File: src/rtl/serial_pkg.sv
// -----------------------------------------------------------------------------
// serial_pkg
// Definitions shared by the serial receiver and the matching transmitter:
// FSM state encoding and the line levels for idle and start bit.
// -----------------------------------------------------------------------------
package serial_pkg;

   // State encoding. The values are fixed so the transmitter and any debug
   // tooling that decodes a raw state register see the same numbers.
   localparam logic [2:0] IDLE   = 3'd0;
   localparam logic [2:0] START  = 3'd1;
   localparam logic [2:0] DATA   = 3'd2;
   localparam logic [2:0] STOP   = 3'd3;
   localparam logic [2:0] PARITY = 3'd4;

   typedef enum logic [2:0] {
      ST_IDLE   = IDLE,
      ST_START  = START,
      ST_DATA   = DATA,
      ST_STOP   = STOP,
      ST_PARITY = PARITY
   } state_t;

   // The line idles high; a start bit pulls it low.
   localparam logic IDLE_LEVEL  = 1'b1;
   localparam logic START_LEVEL = 1'b0;

endpackage

File: src/rtl/serial_bit_timer.sv
// -----------------------------------------------------------------------------
// serial_bit_timer
// Down-counter that measures bit periods for the serial receiver.
//
// Ports:
//   clk        in   system clock, posedge
//   rst_n      in   synchronous active-low reset (counter cleared)
//   load_half  in   load CLKS_PER_BIT/2-1: tick lands in the middle of a bit
//   load_full  in   load CLKS_PER_BIT-1: tick lands one bit period later
//   tick       out  counter at terminal count (zero)
//
// After a load at edge N the tick is seen while the FSM evaluates edge
// N+CLKS_PER_BIT/2 (half) or N+CLKS_PER_BIT (full). Without a load the counter
// parks at zero rather than wrapping.
// -----------------------------------------------------------------------------
module serial_bit_timer
   import serial_pkg::*;
#(
   parameter int CLKS_PER_BIT = 16
) (
   input  logic clk,
   input  logic rst_n,
   input  logic load_half,
   input  logic load_full,
   output logic tick
);

   localparam int CW = (CLKS_PER_BIT > 2) ? $clog2(CLKS_PER_BIT) : 1;
   localparam logic [CW-1:0] HALF_M1 = CW'(CLKS_PER_BIT / 2 - 1);
   localparam logic [CW-1:0] FULL_M1 = CW'(CLKS_PER_BIT - 1);

   logic [CW-1:0] cnt_q, cnt_d;

   always_comb begin
      cnt_d = cnt_q;
      if (load_full) begin
         cnt_d = FULL_M1;
      end else if (load_half) begin
         cnt_d = HALF_M1;
      end else if (cnt_q != '0) begin
         cnt_d = cnt_q - CW'(1);
      end
   end

   always_ff @(posedge clk) begin
      if (!rst_n) begin
         cnt_q <= '0;
      end else begin
         cnt_q <= cnt_d;
      end
   end

   assign tick = (cnt_q == '0);

endmodule

File: src/rtl/serial_receiver.sv
// -----------------------------------------------------------------------------
// serial_receiver
// Turns an idle-high serial stream (start 0, DATA_W data bits LSB first,
// stop 1, each bit CLKS_PER_BIT clocks long) back into parallel words.
//
// Ports:
//   clk        in   system clock, posedge
//   rst_n      in   synchronous active-low reset; aborts a frame in flight
//   in         in   serial line, idle high, synchronous to clk
//   out        out  [DATA_W] last correctly received word
//   valid      out  one-cycle pulse, out updated this cycle
//   frame_err  out  one-cycle pulse, stop bit sampled low (out unchanged)
//   busy       out  high while a frame is being received
//   parity_err out  one-cycle pulse, parity mismatch with a good stop bit
//                   (only with SERIAL_RECEIVER_PARITY_EN defined)
//
// Optional feature: define SERIAL_RECEIVER_PARITY_EN to expect one even-parity
// bit between the last data bit and the stop bit.
//
// Latency: let t0 be the clock edge at which the first low level of the start
// bit is sampled. The stop bit is sampled at edge
//   t0 + CLKS_PER_BIT/2 + (DATA_W+1)*CLKS_PER_BIT
// (one more CLKS_PER_BIT with parity enabled) and valid/frame_err/parity_err
// are registered at that same edge, i.e. high in the cycle right after it.
// No extra cycle is added.
//
// After a framing error the receiver is disarmed: it will not start a new
// frame until it has seen the line high while idle, so a held-low line
// (break) gives exactly one frame_err.
// -----------------------------------------------------------------------------
module serial_receiver
   import serial_pkg::*;
#(
   parameter int DATA_W       = 8,
   parameter int CLKS_PER_BIT = 16
) (
   input  logic              clk,
   input  logic              rst_n,
   input  logic              in,
   output logic [DATA_W-1:0] out,
   output logic              valid,
   output logic              frame_err,
   output logic              busy
`ifdef SERIAL_RECEIVER_PARITY_EN
   ,
   output logic              parity_err
`endif
);

   localparam int BW = (DATA_W > 1) ? $clog2(DATA_W + 1) : 1;
   localparam logic [BW-1:0] LAST_BIT = BW'(DATA_W - 1);

   state_t            state_q, state_d;
   logic [BW-1:0]     bit_cnt_q, bit_cnt_d;
   logic [DATA_W-1:0] shift_q, shift_d;
   logic [DATA_W-1:0] out_q, out_d;
   logic              valid_q, valid_d;
   logic              frame_err_q, frame_err_d;
   logic              busy_q, busy_d;
   logic              armed_q, armed_d;
   logic              par_ok;
   logic              load_half, load_full, tick;

`ifdef SERIAL_RECEIVER_PARITY_EN
   logic              par_q, par_d;
   logic              parity_err_q, parity_err_d;
   // Even parity: data bits plus parity bit hold an even number of ones.
   assign par_ok = ~(^{shift_q, par_q});
`else
   assign par_ok = 1'b1;
`endif

   serial_bit_timer #(
      .CLKS_PER_BIT (CLKS_PER_BIT)
   ) u_timer (
      .clk       (clk),
      .rst_n     (rst_n),
      .load_half (load_half),
      .load_full (load_full),
      .tick      (tick)
   );

   always_comb begin
      state_d     = state_q;
      bit_cnt_d   = bit_cnt_q;
      shift_d     = shift_q;
      out_d       = out_q;
      valid_d     = 1'b0;
      frame_err_d = 1'b0;
      armed_d     = armed_q;
      load_half   = 1'b0;
      load_full   = 1'b0;
`ifdef SERIAL_RECEIVER_PARITY_EN
      par_d        = par_q;
      parity_err_d = 1'b0;
`endif

      case (state_q)
         ST_IDLE: begin
            if (in == IDLE_LEVEL) begin
               armed_d = 1'b1;
            end else if (armed_q) begin
               // Falling edge seen: first tick comes at mid start bit.
               state_d   = ST_START;
               load_half = 1'b1;
            end
         end

         ST_START: begin
            if (tick) begin
               if (in == IDLE_LEVEL) begin
                  state_d = ST_IDLE;             // glitch, not a start bit
               end else begin
                  state_d   = ST_DATA;
                  load_full = 1'b1;
                  bit_cnt_d = '0;
               end
            end
         end

         ST_DATA: begin
            if (tick) begin
               // LSB arrives first, so shift right and enter at the MSB.
               shift_d             = shift_q >> 1;
               shift_d[DATA_W-1]   = in;
               load_full           = 1'b1;
               if (bit_cnt_q == LAST_BIT) begin
                  bit_cnt_d = '0;
`ifdef SERIAL_RECEIVER_PARITY_EN
                  state_d   = ST_PARITY;
`else
                  state_d   = ST_STOP;
`endif
               end else begin
                  bit_cnt_d = bit_cnt_q + BW'(1);
               end
            end
         end

`ifdef SERIAL_RECEIVER_PARITY_EN
         ST_PARITY: begin
            if (tick) begin
               par_d     = in;
               load_full = 1'b1;
               state_d   = ST_STOP;
            end
         end
`endif

         ST_STOP: begin
            if (tick) begin
               // Back to IDLE at mid stop bit so an immediately following
               // start bit is caught on its first low cycle.
               state_d = ST_IDLE;
               if (in != IDLE_LEVEL) begin
                  frame_err_d = 1'b1;
                  armed_d     = 1'b0;
               end else if (par_ok) begin
                  out_d   = shift_q;
                  valid_d = 1'b1;
               end
`ifdef SERIAL_RECEIVER_PARITY_EN
               else begin
                  parity_err_d = 1'b1;
               end
`endif
            end
         end

         default: state_d = ST_IDLE;
      endcase

      busy_d = (state_d != ST_IDLE);
   end

   always_ff @(posedge clk) begin
      if (!rst_n) begin
         state_q     <= ST_IDLE;
         bit_cnt_q   <= '0;
         shift_q     <= '0;
         out_q       <= '0;
         valid_q     <= 1'b0;
         frame_err_q <= 1'b0;
         busy_q      <= 1'b0;
         armed_q     <= 1'b1;
`ifdef SERIAL_RECEIVER_PARITY_EN
         par_q        <= 1'b0;
         parity_err_q <= 1'b0;
`endif
      end else begin
         state_q     <= state_d;
         bit_cnt_q   <= bit_cnt_d;
         shift_q     <= shift_d;
         out_q       <= out_d;
         valid_q     <= valid_d;
         frame_err_q <= frame_err_d;
         busy_q      <= busy_d;
         armed_q     <= armed_d;
`ifdef SERIAL_RECEIVER_PARITY_EN
         par_q        <= par_d;
         parity_err_q <= parity_err_d;
`endif
      end
   end

   assign out       = out_q;
   assign valid     = valid_q;
   assign frame_err = frame_err_q;
   assign busy      = busy_q;
`ifdef SERIAL_RECEIVER_PARITY_EN
   assign parity_err = parity_err_q;
`endif

endmodule

File: config.mk
export PLATFORM = sky130hd
export DESIGN_NAME = serial_receiver
export DESIGN_NICKNAME = d
export VERILOG_FILES = /design/src/rtl/serial_pkg.sv /design/src/rtl/serial_bit_timer.sv /design/src/rtl/serial_receiver.sv
export SDC_FILE = /design/constraint.sdc
export NUM_CORES = 1
export LEC_CHECK = 0
export CORE_MARGIN = 2
export CORE_UTILIZATION = 48
export CTS_CLUSTER_SIZE = 14
export DETAILED_ROUTE_END_ITERATION = 16
export PLACE_DENSITY = 0.72
export SETUP_SLACK_MARGIN = 0.02
export SYNTH_ARGS = -nofsm -noshare
export SYNTH_HDL_FRONTEND = slang
export SYNTH_HIERARCHICAL = 1
export SYNTH_SLANG_ARGS = --single-unit
File: constraint.sdc
create_clock -name clk -period 1.9 [get_ports clk]
set_clock_uncertainty 0.2 [all_clocks]
set_input_delay 0.475 -clock clk [delete_from_list [all_inputs] [get_ports clk]]
set_output_delay 0.475 -clock clk [all_outputs]
set_load 0.02 [all_outputs]
# --- Yosys cells after proc, flatten, opt, wreduce, memory -nomap -nowiden ---
# Index checks and enable logic that the tools add are counted.
# Widths: inputs -> output; s select.
totals:
  reg_bits: 31
  inputBits: 3
  out_inout_bits: 11
  elab_cells: 62
classes:
  addsub: 2
  eq_ne: 10
  muxes: 28
  n_reduce_logical: 13
ops:
  columns: ["operator", "n"]
  rows:
  - ["$mux 4", 7]
  - ["$mux 3", 6]
  - ["$ne 2x2->1 const B", 6]
  - ["$pmux 3 s4", 1]
  - ["$mux 1", 10]
  - ["$pmux 4 s2", 1]
  - ["$reduce_and 4->1", 2]
  - ["$eq 3x2->1 const B", 2]
  - ["$reduce_and 3->1", 2]
  - ["$reduce_bool 3->1", 2]
  - ["$add 4x1->4 const B", 1]
  - ["$eq 4x3->1 const B", 1]
  - ["$logic_not 4->1", 1]
  - ["$pmux 1 s2", 2]
  - ["$reduce_and 2->1", 2]
  - ["$reduce_bool 2->1", 2]
  - ["$reduce_bool 4->1", 1]
  - ["$sub 4x1->4 const B", 1]
  - ["$eq 3x1->1 const B", 1]
  - ["$logic_not 3->1", 1]
  - ["$mux 2", 1]

# --- Longest topological paths before layout ---
logic_depth:
  ltp_word: 5
  mapped_depth: 8
  depth_no_buf: 7

# --- Modules after synthesis ---
# Netlist, hierarchy kept.
modules_own_cells:
  columns: ["module", "n_inst", "cells_each", "area_per_inst_um2", "seq_area_each_um2"]
  rows:
  - ["serial_receiver", 1, 119, 1069.8, 540.5]
  - ["serial_bit_timer", 1, 21, 207.7, 80.1]

# --- Least setup slack after synthesis ---
# No wires, ideal clock.
synth_timing:
  path_type: "flip-flop to flip-flop"
  start: "register u_timer.cnt_q[0]"
  end: "register out_q[0] (netlist: out[0])"
  setup_time_ps: 128
  t_arrival_ps: 1610
  required_time_ps: 1572
  path_slack_ps: -38
  path_stages_with_launch: 9
  path_buffers: 1
  synth_period_minus_slack_ps: 1938
  path_cell_list: "dfxtp_1 -> inv_1 -> ha_1 -> nor3b_4 -> nand4b_1 -> or2_2 -> buf_6 -> mux2i_1 -> nor2_1"
synth_between:
  elab_chain_cells: 2
synth_lines:
  columns: ["element", "line", "source"]
  rows:
  - ["start: declaration", "serial_bit_timer.sv:32", "logic [CW-1:0] cnt_q, cnt_d;"]
  - ["start signal: assignment", "serial_bit_timer.sv:49", "cnt_q <= cnt_d;"]
  - ["$logic_not 4->1", "serial_bit_timer.sv:53", "assign tick = (cnt_q == '0);"]
  - ["via tick", "serial_receiver.sv:62", "logic load_half, load_full, tick;"]
  - ["$reduce_and 3->1 (no line)", null, null]
  - ["end signal: assignment", "serial_receiver.sv:194", "out_q <= out_d;"]
  - ["end: declaration", "serial_receiver.sv:56", "logic [DATA_W-1:0] out_q, out_d;"]
# The timed path passes the listed nets, and every way through them passes these cells.
# A chain may end at the register's enable or synchronous reset.

# --- Worst setup path after layout ---
layout_timing:
  start: "register u_timer.cnt_q[0]"
  end: "register out_q[6] (netlist: out[6])"
# The elaborated chain is that of the path after synthesis.

==> metrics.md <==
| Metric | Value |
|---|---|
| Design area | 0.00167 mm^2 |
| CP endpoint kind | flop |
| Pleak | 0.724 nW |
| CTS Root Cell | clkbuf_4 |
| Routed len/inst | 12.6 um |
| Final design utilization | 0.667 |
| Dominant cells by area after synthesis | dfxtp_1 49%, mux2i_1 7.1%, nand2_1 6.2% |
| Hold Fails Final Rpt | 0 |
| First-pass GRT wire length | between 4 and 5 mm |
| Largest net degree at the start of global routing | 18 |
| Post-DP HPWL | approximately 1.8 mm |
| Top FF cell, synth | dfxtp_1 |
| Via count | 1092 |
| Max clock buf depth | 2 |
| Sequential cell area | 623 um^2 |
| Crit-path slowest cell | dfxtp_2 |
| Peak supply drop | around 640 uV |
| Final WL | 2.60 mm |
| CP cell instances | inv_2 > ha_4 > nor3b_4 > nand4b_1 > or2_4 > mux2i_1 > nor2_1 |
| Post-Synthesis Net Count | roughly 150 |
| Critical Path RT | approximately 1900 ps |
| Vias per std cell | 5.30 |
| Number of global-route vias before repair | 996 |
| Avg Synthesized Cell Area | 9.12 um^2 |
| Post-synth ARST share | 0 |
| Commonest cells post-synth | 31 x dfxtp_1, 21 x nand2_1, 16 x nor2_1 |
| H-tree Lvls | 2 |
| Core Box Area | 0.00250 mm^2 |
| Period minus WS final | between 1500 and 2000 ps |
| Final worst-path cycle share | 0.964 |
| Total Routing Usage GR | 0.170 |
| Max Fclk | 546 MHz |
| Ports | 14 |
| Max_cap viols | 0 |
| Clock tree from TritonCTS | built |
| Fin nets | 180 |
| Worst-path fanout max | 5 |
| Pwr Density | 949 mW/mm^2 |
| Hold Path Class | reg -> reg |
| Yosys top cell area share | 0.486 |
| Layout cells sized above 1 | 0.244 |
| Top Family by Delay on Critical Path | simple AND/OR/NAND/NOR gates |
| Final setup vio count | 0 |
| Post-synthesis sequential area ratio | 0.486 |
| Synthesis warning total | 6 |
| Post-synth cell types | 37 |
| Stages on the worst setup path | 7 |
| GRT overflow | 0 |
| Clk_lat worst skew | 330 ps |
| Initial Util | 0.511 |
| Clk pin slew, worst setup/hold paths | 90 ps |
| Antenna violations before repair | 0 |
| FP Rows | 18 |
| Area Overhead vs Synth | 30.5% |
| WP buf/inv | 1 |
| Number of fillers in the final layout | 220 |
| Status | complete, no violations |
| CP Launch Type | flop |
| CTS sink cnt | 31 |
| Post-route DRC | 0 |
| Cell taking the most area after synthesis | dfxtp_1 |
| Drt initial violations | 29 |
| First-pass DRT Iterations | 4 |
| Die area | 0.00309 mm^2 |
| RSZ-0062 raised after global routing | true |
| Critical path class | reg -> reg |
| Cts bufs inserted | 5 |
| Height of the die | 55.6 um |
| EDFF count, synth | 0 |
| Number of cells on the worst reg-to-reg path | 7 |
| Most common cell in the netlist | dfxtp_1 |
| Synth Instances | 140 |
| Final ANT Viol Nets | 0 |
| Mapped cell area | 0.00128 mm^2 |
| Ant diodes | 0 |
| Pwr Total | between 1.5 and 2 mW |
| Register bit total from synthesis | 31 |
| Gpl congestion | 0.815 |
| Area of the multi-input gates | 671 um^2 |
| Max stage delay on crit path | roughly 340 ps |
| Buffers on Ports | 13 |
| Post-DP Area | approximately 0.0015 mm^2 |
| Dpl ws | -247 ps |
| Hold Path Stages | 2 |
| Max-slew violation count | 0 |
| Final setup margin | 68.0 ps |
| Die width | 55.6 um |
| WHS | between 200 and 300 ps |
| CP Data Arrival Time | 1850 ps |
flip-flops by register name, indices dropped and copies added (netlist names):
name           cells
shift_q            8
u_timer/cnt_q      4
frame_err          1
state_q            3
bit_cnt_q          4
out                8
valid              1
busy               1
armed_q            1
power breakdown:
part	switching, mW	internal [mW]
Sequential	0.0386	0.694
Clock	0.211	0.144
Combinational	0.207	0.288
Total	0.456	1.13
per-stage QoR:
| stage | TNS [ps] | instances |
|---|---|---|
| 2_1_floorplan | 0 | 140 |
| 3_3_place_gp | -1120 | 191 |
| 3_5_place_dp | -1580 | 191 |
| 4_1_cts | 0 | 201 |
| 5_1_grt | -73.9 | 206 |
| 6_report | 0 | 206 |
cell families after synthesis:
logic type / count (synthesis) / share of synthesized area
compound gates: 24 / 0.113
mux: 10 / 0.0793
xor+xnor: 1 / 0.00686
fa+ha+maj: 2 / 0.0196
simple gates: 62 / 0.259
other cells: 1 / 0.00294
buf+inv: 9 / 0.0343
flops: 31 / 0.486
path summary, 6_finish.rpt:
path	from	end	slack (ps)
hold / removal	shift_q[7]	shift_q[6]	260
setup / recovery	u_timer/cnt_q[0]	out[6]	70
hold reg to reg	shift_q[7]	shift_q[6]	260
setup reg to reg	u_timer/cnt_q[0]	out[6]	70
worst reg2reg max path: cells and delay by family, from the launching register on:
kind	cells	cell delay (ps)
buffers and inverters	1	70
adders and majority gates	1	140
and+or+nand+nor	4	800
DFF	1	340
muxes	1	170
cell usage in the layout, fill, tap and decap left out, types with 3 or more instances in the layout:
| cell type | instances |
|---|---|
| buf_6 | 4 |
| mux2i_1 | 9 |
| nor2_1 | 14 |
| nand3b_1 | 3 |
| clkbuf_4 | 5 |
| buf_4 | 14 |
| o21ai_0 | 4 |
| nand2_1 | 21 |
| dfxtp_1 | 29 |
| dlygate4sd2_1 | 11 |
| nor3_1 | 3 |
| a21oi_1 | 14 |
final cells by class:
type	count	area share
Multi-Input combinational cell	101	0.402
Sequential cell	31	0.374
Timing Repair Buffer	31	0.160
Clock buffer	7	0.0270
Tap cell	30	0.0225
Inverter	5	0.0113
Clock inverter	1	0.00300
layer usage:
metal | GRT usage | routed length (um) | up-vias | part of all wire
li1 | - | - | 553 | -
met1 | 0.193 | 1150 | 514 | 0.44
met2 | 0.281 | 1280 | 20 | 0.49
met3 | 0.0581 | 120 | 5 | 0.046
met4 | 0.0871 | 49 | 0 | 0.019
met5 | 0 | 0 | - | 0
timing repair:
action / in CTS / in global routing
setup buffers: 2 / 3
pin swaps: 0 / 7
hold buffers: 0 / 0
resized for setup: 11 / 12
endpoints found under the setup margin: 17 / 18
cloned: 0 / 2
(Power assumes the default switching activity.)
